File: config.mk
export PLATFORM = sky130hd
export DESIGN_NAME = uart_tx_stream
export DESIGN_NICKNAME = d
export VERILOG_FILES = /design/src/rtl/uart_pkg.sv /design/src/rtl/sync_fifo.sv /design/src/rtl/uart_tx_stream.sv
export SDC_FILE = /design/constraint.sdc
export NUM_CORES = 1
export LEC_CHECK = 0
export CAP_MARGIN = 20
export CORE_ASPECT_RATIO = 0.9
export CORE_UTILIZATION = 50
export DETAILED_ROUTE_END_ITERATION = 7
export HOLD_SLACK_MARGIN = 0.12
export PLACE_DENSITY = 0.78
export SLEW_MARGIN = 20
export SYNTH_ARGS = -nofsm -noshare
export SYNTH_HDL_FRONTEND = slang
export SYNTH_SLANG_ARGS = --single-unit
File: constraint.sdc
create_clock -name clk -period 4.95 [get_ports clk]
set_clock_uncertainty 0.05 [all_clocks]
set_input_delay 0.495 -clock clk [delete_from_list [all_inputs] [get_ports clk]]
set_output_delay 0.495 -clock clk [all_outputs]
set_load 0.1 [all_outputs]
File: src/rtl/uart_pkg.sv
// Shared UART definitions: TX state encoding, baud divider helper and legal frame-format limits.
// Optional parity state present only when UART_TX_PARITY_EN is defined.
package uart_pkg;

  localparam int DATA_BITS_MIN = 5;
  localparam int DATA_BITS_MAX = 9;
  localparam int STOP_BITS_MIN = 1;
  localparam int STOP_BITS_MAX = 2;

`ifdef UART_TX_PARITY_EN
  typedef enum logic [2:0] {
    ST_IDLE   = 3'd0,
    ST_START  = 3'd1,
    ST_DATA   = 3'd2,
    ST_PARITY = 3'd3,
    ST_STOP   = 3'd4
  } tx_state_e;
`else
  typedef enum logic [2:0] {
    ST_IDLE  = 3'd0,
    ST_START = 3'd1,
    ST_DATA  = 3'd2,
    ST_STOP  = 3'd4
  } tx_state_e;
`endif

  // Clocks per bit, rounded to nearest.
  function automatic int calc_div(input int clk_hz, input int baud);
    return (clk_hz + baud / 2) / baud;
  endfunction

endpackage

File: src/rtl/sync_fifo.sv
// Generic single-clock FIFO with show-ahead dout; shared by the UART TX and RX paths.
// Latency: push visible on dout/level the cycle after; backpressure: push ignored while full.
module sync_fifo #(
  parameter int WIDTH = 8,
  parameter int DEPTH = 16
) (
  input  logic                     clk,
  input  logic                     rst,
  input  logic                     push,
  input  logic                     pop,
  input  logic [WIDTH-1:0]         din,
  output logic [WIDTH-1:0]         dout,
  output logic                     full,
  output logic                     empty,
  output logic [$clog2(DEPTH):0]   level
);

  localparam int AW = $clog2(DEPTH);
  localparam logic [AW-1:0] PTR_ONE   = AW'(1);
  localparam logic [AW:0]   LVL_ONE   = (AW + 1)'(1);
  localparam logic [AW:0]   LVL_FULL  = (AW + 1)'(DEPTH);

  if (DEPTH < 2 || (DEPTH & (DEPTH - 1)) != 0) begin : g_bad_depth
    $error("sync_fifo: DEPTH must be a power of two and at least 2");
  end

  logic [WIDTH-1:0] r_mem [DEPTH];
  logic [AW-1:0]    r_wr_ptr;
  logic [AW-1:0]    r_rd_ptr;
  logic [AW:0]      r_level;
  logic             w_push;
  logic             w_pop;

  assign w_push = push && !full;
  assign w_pop  = pop && !empty;

  always_ff @(posedge clk or negedge rst) begin
    if (!rst) begin
      r_wr_ptr <= '0;
      r_rd_ptr <= '0;
      r_level  <= '0;
    end else begin
      if (w_push) r_wr_ptr <= r_wr_ptr + PTR_ONE;
      if (w_pop)  r_rd_ptr <= r_rd_ptr + PTR_ONE;
      case ({w_push, w_pop})
        2'b10:   r_level <= r_level + LVL_ONE;
        2'b01:   r_level <= r_level - LVL_ONE;
        default: r_level <= r_level;
      endcase
    end
  end

  // Storage carries no reset; validity is tracked purely by the pointers.
  always_ff @(posedge clk) begin
    if (w_push) r_mem[r_wr_ptr] <= din;
  end

  assign dout  = r_mem[r_rd_ptr];
  assign full  = (r_level == LVL_FULL);
  assign empty = (r_level == '0);
  assign level = r_level;

endmodule

File: src/rtl/uart_tx_stream.sv
// Buffered UART transmitter: valid/ready words queued in sync_fifo, sent back-to-back; parity via UART_TX_PARITY_EN.
// Latency: start bit on tx one clock after accept into an idle block; backpressure: tx_ready low while FIFO full.
module uart_tx_stream
  import uart_pkg::*;
#(
  parameter int CLK_HZ     = 100_000_000,
  parameter int BAUD       = 115_200,
  parameter int DATA_BITS  = 8,
  parameter int STOP_BITS  = 1,
  parameter int FIFO_DEPTH = 16,
  parameter int PARITY_ODD = 0
) (
  input  logic                            clk,
  input  logic                            rst,
  input  logic [DATA_BITS-1:0]            tx_data,
  input  logic                            tx_valid,
  output logic                            tx_ready,
  output logic                            tx,
  output logic                            busy,
  output logic [$clog2(FIFO_DEPTH):0]     fifo_level
);

  localparam int DIV = calc_div(CLK_HZ, BAUD);
  localparam int TW  = (DIV >= 2) ? $clog2(DIV) : 1;
  localparam int IW  = 4;

  localparam logic [TW-1:0] TIMER_ONE  = TW'(1);
  localparam logic [TW-1:0] TIMER_LAST = TW'(DIV - 1);
  localparam logic [IW-1:0] IDX_ONE    = IW'(1);
  localparam logic [IW-1:0] DATA_LAST  = IW'(DATA_BITS - 1);
  localparam logic [IW-1:0] STOP_LAST  = IW'(STOP_BITS - 1);

  if (DIV < 2) begin : g_bad_div
    $error("uart_tx_stream: CLK_HZ/BAUD yields fewer than 2 clocks per bit");
  end
  if (DATA_BITS < DATA_BITS_MIN || DATA_BITS > DATA_BITS_MAX) begin : g_bad_data_bits
    $error("uart_tx_stream: DATA_BITS out of range");
  end
  if (STOP_BITS < STOP_BITS_MIN || STOP_BITS > STOP_BITS_MAX) begin : g_bad_stop_bits
    $error("uart_tx_stream: STOP_BITS out of range");
  end
  if (PARITY_ODD != 0 && PARITY_ODD != 1) begin : g_bad_parity_odd
    $error("uart_tx_stream: PARITY_ODD must be 0 or 1");
  end

  tx_state_e            r_state;
  tx_state_e            w_state_nxt;
  logic [TW-1:0]        r_timer;
  logic [TW-1:0]        w_timer_nxt;
  logic [IW-1:0]        r_idx;
  logic [IW-1:0]        w_idx_nxt;
  logic [DATA_BITS-1:0] r_shift;
  logic [DATA_BITS-1:0] w_shift_nxt;
  logic                 r_tx;
  logic                 w_tx_nxt;
  logic                 w_tick;
  logic                 w_load;
  logic                 w_pop;
  logic                 w_empty;
  logic                 w_full;
  logic [DATA_BITS-1:0] w_fifo_dout;
`ifdef UART_TX_PARITY_EN
  logic                 r_par;
  logic                 w_par_nxt;
`endif

  sync_fifo #(
    .WIDTH (DATA_BITS),
    .DEPTH (FIFO_DEPTH)
  ) u_fifo (
    .clk   (clk),
    .rst   (rst),
    .push  (tx_valid),
    .pop   (w_pop),
    .din   (tx_data),
    .dout  (w_fifo_dout),
    .full  (w_full),
    .empty (w_empty),
    .level (fifo_level)
  );

  assign w_tick = (r_timer == TIMER_LAST);

  always_comb begin
    w_state_nxt = r_state;
    w_timer_nxt = w_tick ? '0 : r_timer + TIMER_ONE;
    w_idx_nxt   = r_idx;
    w_shift_nxt = r_shift;
    w_load      = 1'b0;
    w_pop       = 1'b0;
    w_tx_nxt    = 1'b1;
`ifdef UART_TX_PARITY_EN
    w_par_nxt   = r_par;
`endif

    case (r_state)
      ST_IDLE: begin
        w_timer_nxt = '0;
        if (!w_empty) w_load = 1'b1;
      end
      ST_START: begin
        if (w_tick) begin
          w_state_nxt = ST_DATA;
          w_idx_nxt   = '0;
        end
      end
      ST_DATA: begin
        if (w_tick) begin
          w_shift_nxt = r_shift >> 1;
          if (r_idx == DATA_LAST) begin
            w_idx_nxt = '0;
`ifdef UART_TX_PARITY_EN
            w_state_nxt = ST_PARITY;
`else
            w_state_nxt = ST_STOP;
`endif
          end else begin
            w_idx_nxt = r_idx + IDX_ONE;
          end
        end
      end
`ifdef UART_TX_PARITY_EN
      ST_PARITY: begin
        if (w_tick) begin
          w_state_nxt = ST_STOP;
          w_idx_nxt   = '0;
        end
      end
`endif
      ST_STOP: begin
        if (w_tick) begin
          if (r_idx != STOP_LAST) begin
            w_idx_nxt = r_idx + IDX_ONE;
          end else if (!w_empty) begin
            w_load = 1'b1;
          end else begin
            w_state_nxt = ST_IDLE;
          end
        end
      end
      default: begin
        w_state_nxt = ST_IDLE;
        w_timer_nxt = '0;
      end
    endcase

    // Loading from IDLE or from the final stop tick share one path, so frames chain with no gap.
    if (w_load) begin
      w_pop       = 1'b1;
      w_state_nxt = ST_START;
      w_timer_nxt = '0;
      w_idx_nxt   = '0;
      w_shift_nxt = w_fifo_dout;
`ifdef UART_TX_PARITY_EN
      w_par_nxt   = (^w_fifo_dout) ^ (PARITY_ODD != 0);
`endif
    end

    case (w_state_nxt)
      ST_START:  w_tx_nxt = 1'b0;
      ST_DATA:   w_tx_nxt = w_shift_nxt[0];
`ifdef UART_TX_PARITY_EN
      ST_PARITY: w_tx_nxt = w_par_nxt;
`endif
      default:   w_tx_nxt = 1'b1;
    endcase
  end

  always_ff @(posedge clk or negedge rst) begin
    if (!rst) begin
      r_state <= ST_IDLE;
      r_timer <= '0;
      r_idx   <= '0;
      r_shift <= '0;
      r_tx    <= 1'b1;
`ifdef UART_TX_PARITY_EN
      r_par   <= 1'b0;
`endif
    end else begin
      r_state <= w_state_nxt;
      r_timer <= w_timer_nxt;
      r_idx   <= w_idx_nxt;
      r_shift <= w_shift_nxt;
      r_tx    <= w_tx_nxt;
`ifdef UART_TX_PARITY_EN
      r_par   <= w_par_nxt;
`endif
    end
  end

  assign tx       = r_tx;
  assign tx_ready = !w_full;
  assign busy     = !w_empty || (r_state != ST_IDLE);

endmodule

==> results.json <==
{
  "ir_drop_uv": 350.7,
  "synth_seq_area_share": 0.6745,
  "slowest_delay_ps": 410,
  "crit_slowest_cell": "dfrtp_1",
  "setup_viol": 0,
  "synth_top_area_frac": 0.5378,
  "hold_buffers": 0,
  "synthToLayoutAreaGrowth_pct": 12.39,
  "critPathMaxFanout": 27,
  "p_per_area_nw_per_um2": 553.2,
  "setup_ws_ps": 1270,
  "netlist_top_cells_area": "edfxtp_1, dfrtp_1, mux4_2, ha_1, mux2i_1",
  "clock.fmax_mhz": 271.8,
  "slew_viol_final": 0,
  "syn_inst": 432,
  "post-cts-setup-buffers": 0,
  "start_kind": "flop",
  "cp.required_ps": 5260,
  "drive_gt1_frac": 0.2198,
  "cts-root-buf": "clkbuf_16",
  "grt_pass1_wl_um": 21150,
  "viasPerCell": 5.661,
  "syn-cell-area_um2": 7147,
  "worst_pin_slew_ps": 1047,
  "grt_use_total": 0.1997,
  "coreArea_um2": 14000,
  "drcViolationCount": 0,
  "synth_seq_cells": 167,
  "post-route-period-util": 0.7434,
  "p_leak_nw": 2.797,
  "outcome": "finished clean",
  "critPathKind": "reg -> reg",
  "cp_cell_sequence": "inv_1, ha_1, or3b_1, o41ai_2, o211a_1, buf_4, ha_1, xor2_1, ha_1, inv_1, o21ai_0, a21o_1, a221oi_1, xor2_1",
  "drt-pass1-iter-count": 5,
  "hold_class": "in -> async",
  "drt_iter0_drc": 373,
  "fin_nets": 475,
  "synth_area_per_cell_um2": 16.54,
  "dieArea_um2": 14780,
  "cts_max_level": 4,
  "crit_top_cell": "ha_1",
  "setup.worst_path.end_class": "flop",
  "antenna_found_initial": 0,
  "cts_buffer_depth": 2,
  "cts_num_sinks": 167,
  "place_hpwl_um": 8523,
  "rows": 41,
  "via_count": 3719,
  "path_clk_slew_ps": 60,
  "place_congestion": 0.8000,
  "ys_warn_count": 0,
  "numCtsBuffers": 17,
  "start_util": 0.5103,
  "synthArstFlopShare": 0.2335,
  "io_buffers": 18,
  "nFillCells": 1027,
  "wl_per_cell_um": 20.24,
  "post-place-ws_ps": 1325,
  "synth_fp_nets": 455,
  "synth_ff_type": "edfxtp_1",
  "cts_resized": 0,
  "arrival_ps": 3990,
  "synth_top_cell_by_area": "edfxtp_1",
  "drv_cap": 0,
  "multi_input_area_um2": 2206,
  "final-hold-violation-count": 0,
  "insertedDiodeCount": 0,
  "io_pins": 19,
  "clk_latency_ps": 430,
  "synth_edf_count": 128,
  "cts_tree": "done",
  "die_h_um": 115.4,
  "post-route-min-period_ps": 3680,
  "antenna_left": 0,
  "grt_pass1_vias": 3842,
  "rsz0062_at_grt": "false",
  "gr-total-overflow": 0,
  "grt_max_degree": 40,
  "finalWirelength_um": 13300,
  "dieWidth_um": 128.0,
  "setup_tns_ps": 0,
  "relSlewSlack": 0.2996,
  "final-seq-area_um2": 4826,
  "synthDistinctLibCells": 57
}
==> worst paths after layout <==
check	endpoint	depth (start not counted)	slack, ps	from
worst max-delay path	u_fifo.level[4]$_DFFE_PN0P_	14	1270	r_idx[0]$_DFFE_PN0P_
worst min-delay path	r_timer[3]$_DFF_PN0_	1	120	rst
worst max register to register	u_fifo.level[4]$_DFFE_PN0P_	14	1270	r_idx[0]$_DFFE_PN0P_
worst min register to register	r_timer[0]$_DFF_PN0_	1	450	r_timer[0]$_DFF_PN0_
max in group asynchronous	u_fifo.r_rd_ptr[1]$_DFFE_PN0P_	1	4090	rst
min in group clk	r_timer[0]$_DFF_PN0_	1	450	r_timer[0]$_DFF_PN0_
==> synthesized netlist by cell type (all sizes together) (2+ instances only) <==
| master | instances |
|---|---|
| nor2 | 33 |
| or3b | 2 |
| inv | 8 |
| edfxtp | 128 |
| xor2 | 9 |
| a21oi | 9 |
| nor3 | 7 |
| or3 | 3 |
| nand2b | 7 |
| nand3 | 9 |
| clkbuf | 10 |
| o211ai | 9 |
| buf | 11 |
| mux2 | 10 |
| nor2b | 3 |
| dfrtp | 38 |
| nor3b | 3 |
| ha | 12 |
| xnor2 | 10 |
| nand4 | 3 |
| mux2i | 15 |
| nand2 | 23 |
| mux4 | 32 |
| o21ai | 17 |
==> cell families (layout without fill, tap and decap cells) <==
| group | Yosys count | count (layout) | synth area share |
|---|---|---|---|
| AOI/OAI and AO/OA | 47 | 47 | 0.05077 |
| xor gates and xnor gates | 19 | 19 | 0.02434 |
| adders and majority gates | 12 | 12 | 0.02101 |
| buffers and inverters | 29 | 61 | 0.01821 |
| DFF | 167 | 167 | 0.6745 |
| muxes | 57 | 57 | 0.1376 |
| and+or+nand+nor | 101 | 101 | 0.07353 |
==> critical path: cells and delay by family, from the launching register on <==
kind | cells | cell delay, ps
fa+ha+maj | 3 | 770
flops | 1 | 410
xor+xnor | 2 | 290
simple gates | 1 | 390
buf+inv | 3 | 470
compound gates | 5 | 1230
==> power breakdown <==
group | internal (mW) | total, mW | switching, mW
Clock | 0.639 | 1.19 | 0.546
Combinational | 0.556 | 1.21 | 0.656
Sequential | 1.74 | 2.05 | 0.308
==> final cells by class <==
type,count,area share
clock inverter,14,0.01231
tap,193,0.03006
timing repair buffer,22,0.02555
inverter,8,0.003738
clock buffer,17,0.05296
multi-input combinational,236,0.2746
sequential,167,0.6008
==> stage by stage <==
step	total power, mW	instances	util	area, um2	hold slack [ps]
2_1_floorplan	2.953	432	-	7147	149.4
3_3_place_gp	3.241	626	0.5360	7506	418.8
3_5_place_dp	3.299	626	0.5360	7506	446.7
4_1_cts	4.480	657	0.5734	8030	152.8
5_1_grt	4.654	657	0.5736	8033	208.3
6_report	4.443	657	0.5736	8033	124.3
==> state kept, by name, indices dropped and copies added, names as in the netlist <==
register and cells:
u_fifo.r_mem 128, r_timer 10, r_shift 8, u_fifo.level 5, r_idx 4, u_fifo.r_rd_ptr 4
u_fifo.r_wr_ptr 4, r_state 3, tx 1
==> metal layers <==
layer	up-vias	track usage	share of wire
li1	1705	-	-
met1	1931	0.2611	0.43
met2	70	0.3283	0.51
met3	13	0.05402	0.042
met4	0	0.06667	0.011
met5	-	0	0
==> cells in the final DEF, fill, tap and decap left out, types with 2 or more instances in the layout <==
| cell | n |
|---|---|
| clkinv_1 | 3 |
| edfxtp_1 | 128 |
| clkdlybuf4s50_1 | 17 |
| nor3_2 | 2 |
| o211ai_2 | 5 |
| a21oi_1 | 7 |
| nand2b_1 | 7 |
| nand2_1 | 23 |
| nor2b_1 | 3 |
| nor3b_1 | 3 |
| nand3_1 | 9 |
| nand4_1 | 2 |
| xnor2_1 | 10 |
| a21oi_2 | 2 |
| nor2_1 | 33 |
| or3_1 | 3 |
| dfrtp_1 | 36 |
| mux4_2 | 32 |
| o21ai_1 | 5 |
| o21ai_2 | 7 |
| mux2i_1 | 15 |
| clkbuf_16 | 17 |
| ha_1 | 12 |
| buf_4 | 4 |
| inv_1 | 8 |
| o21ai_0 | 5 |
| nor3_1 | 4 |
| mux2_2 | 9 |
| inv_6 | 5 |
| clkinvlp_4 | 4 |
| xor2_1 | 8 |
| o211ai_1 | 4 |
No activity file was read; power rests on OpenSTA's default activity.
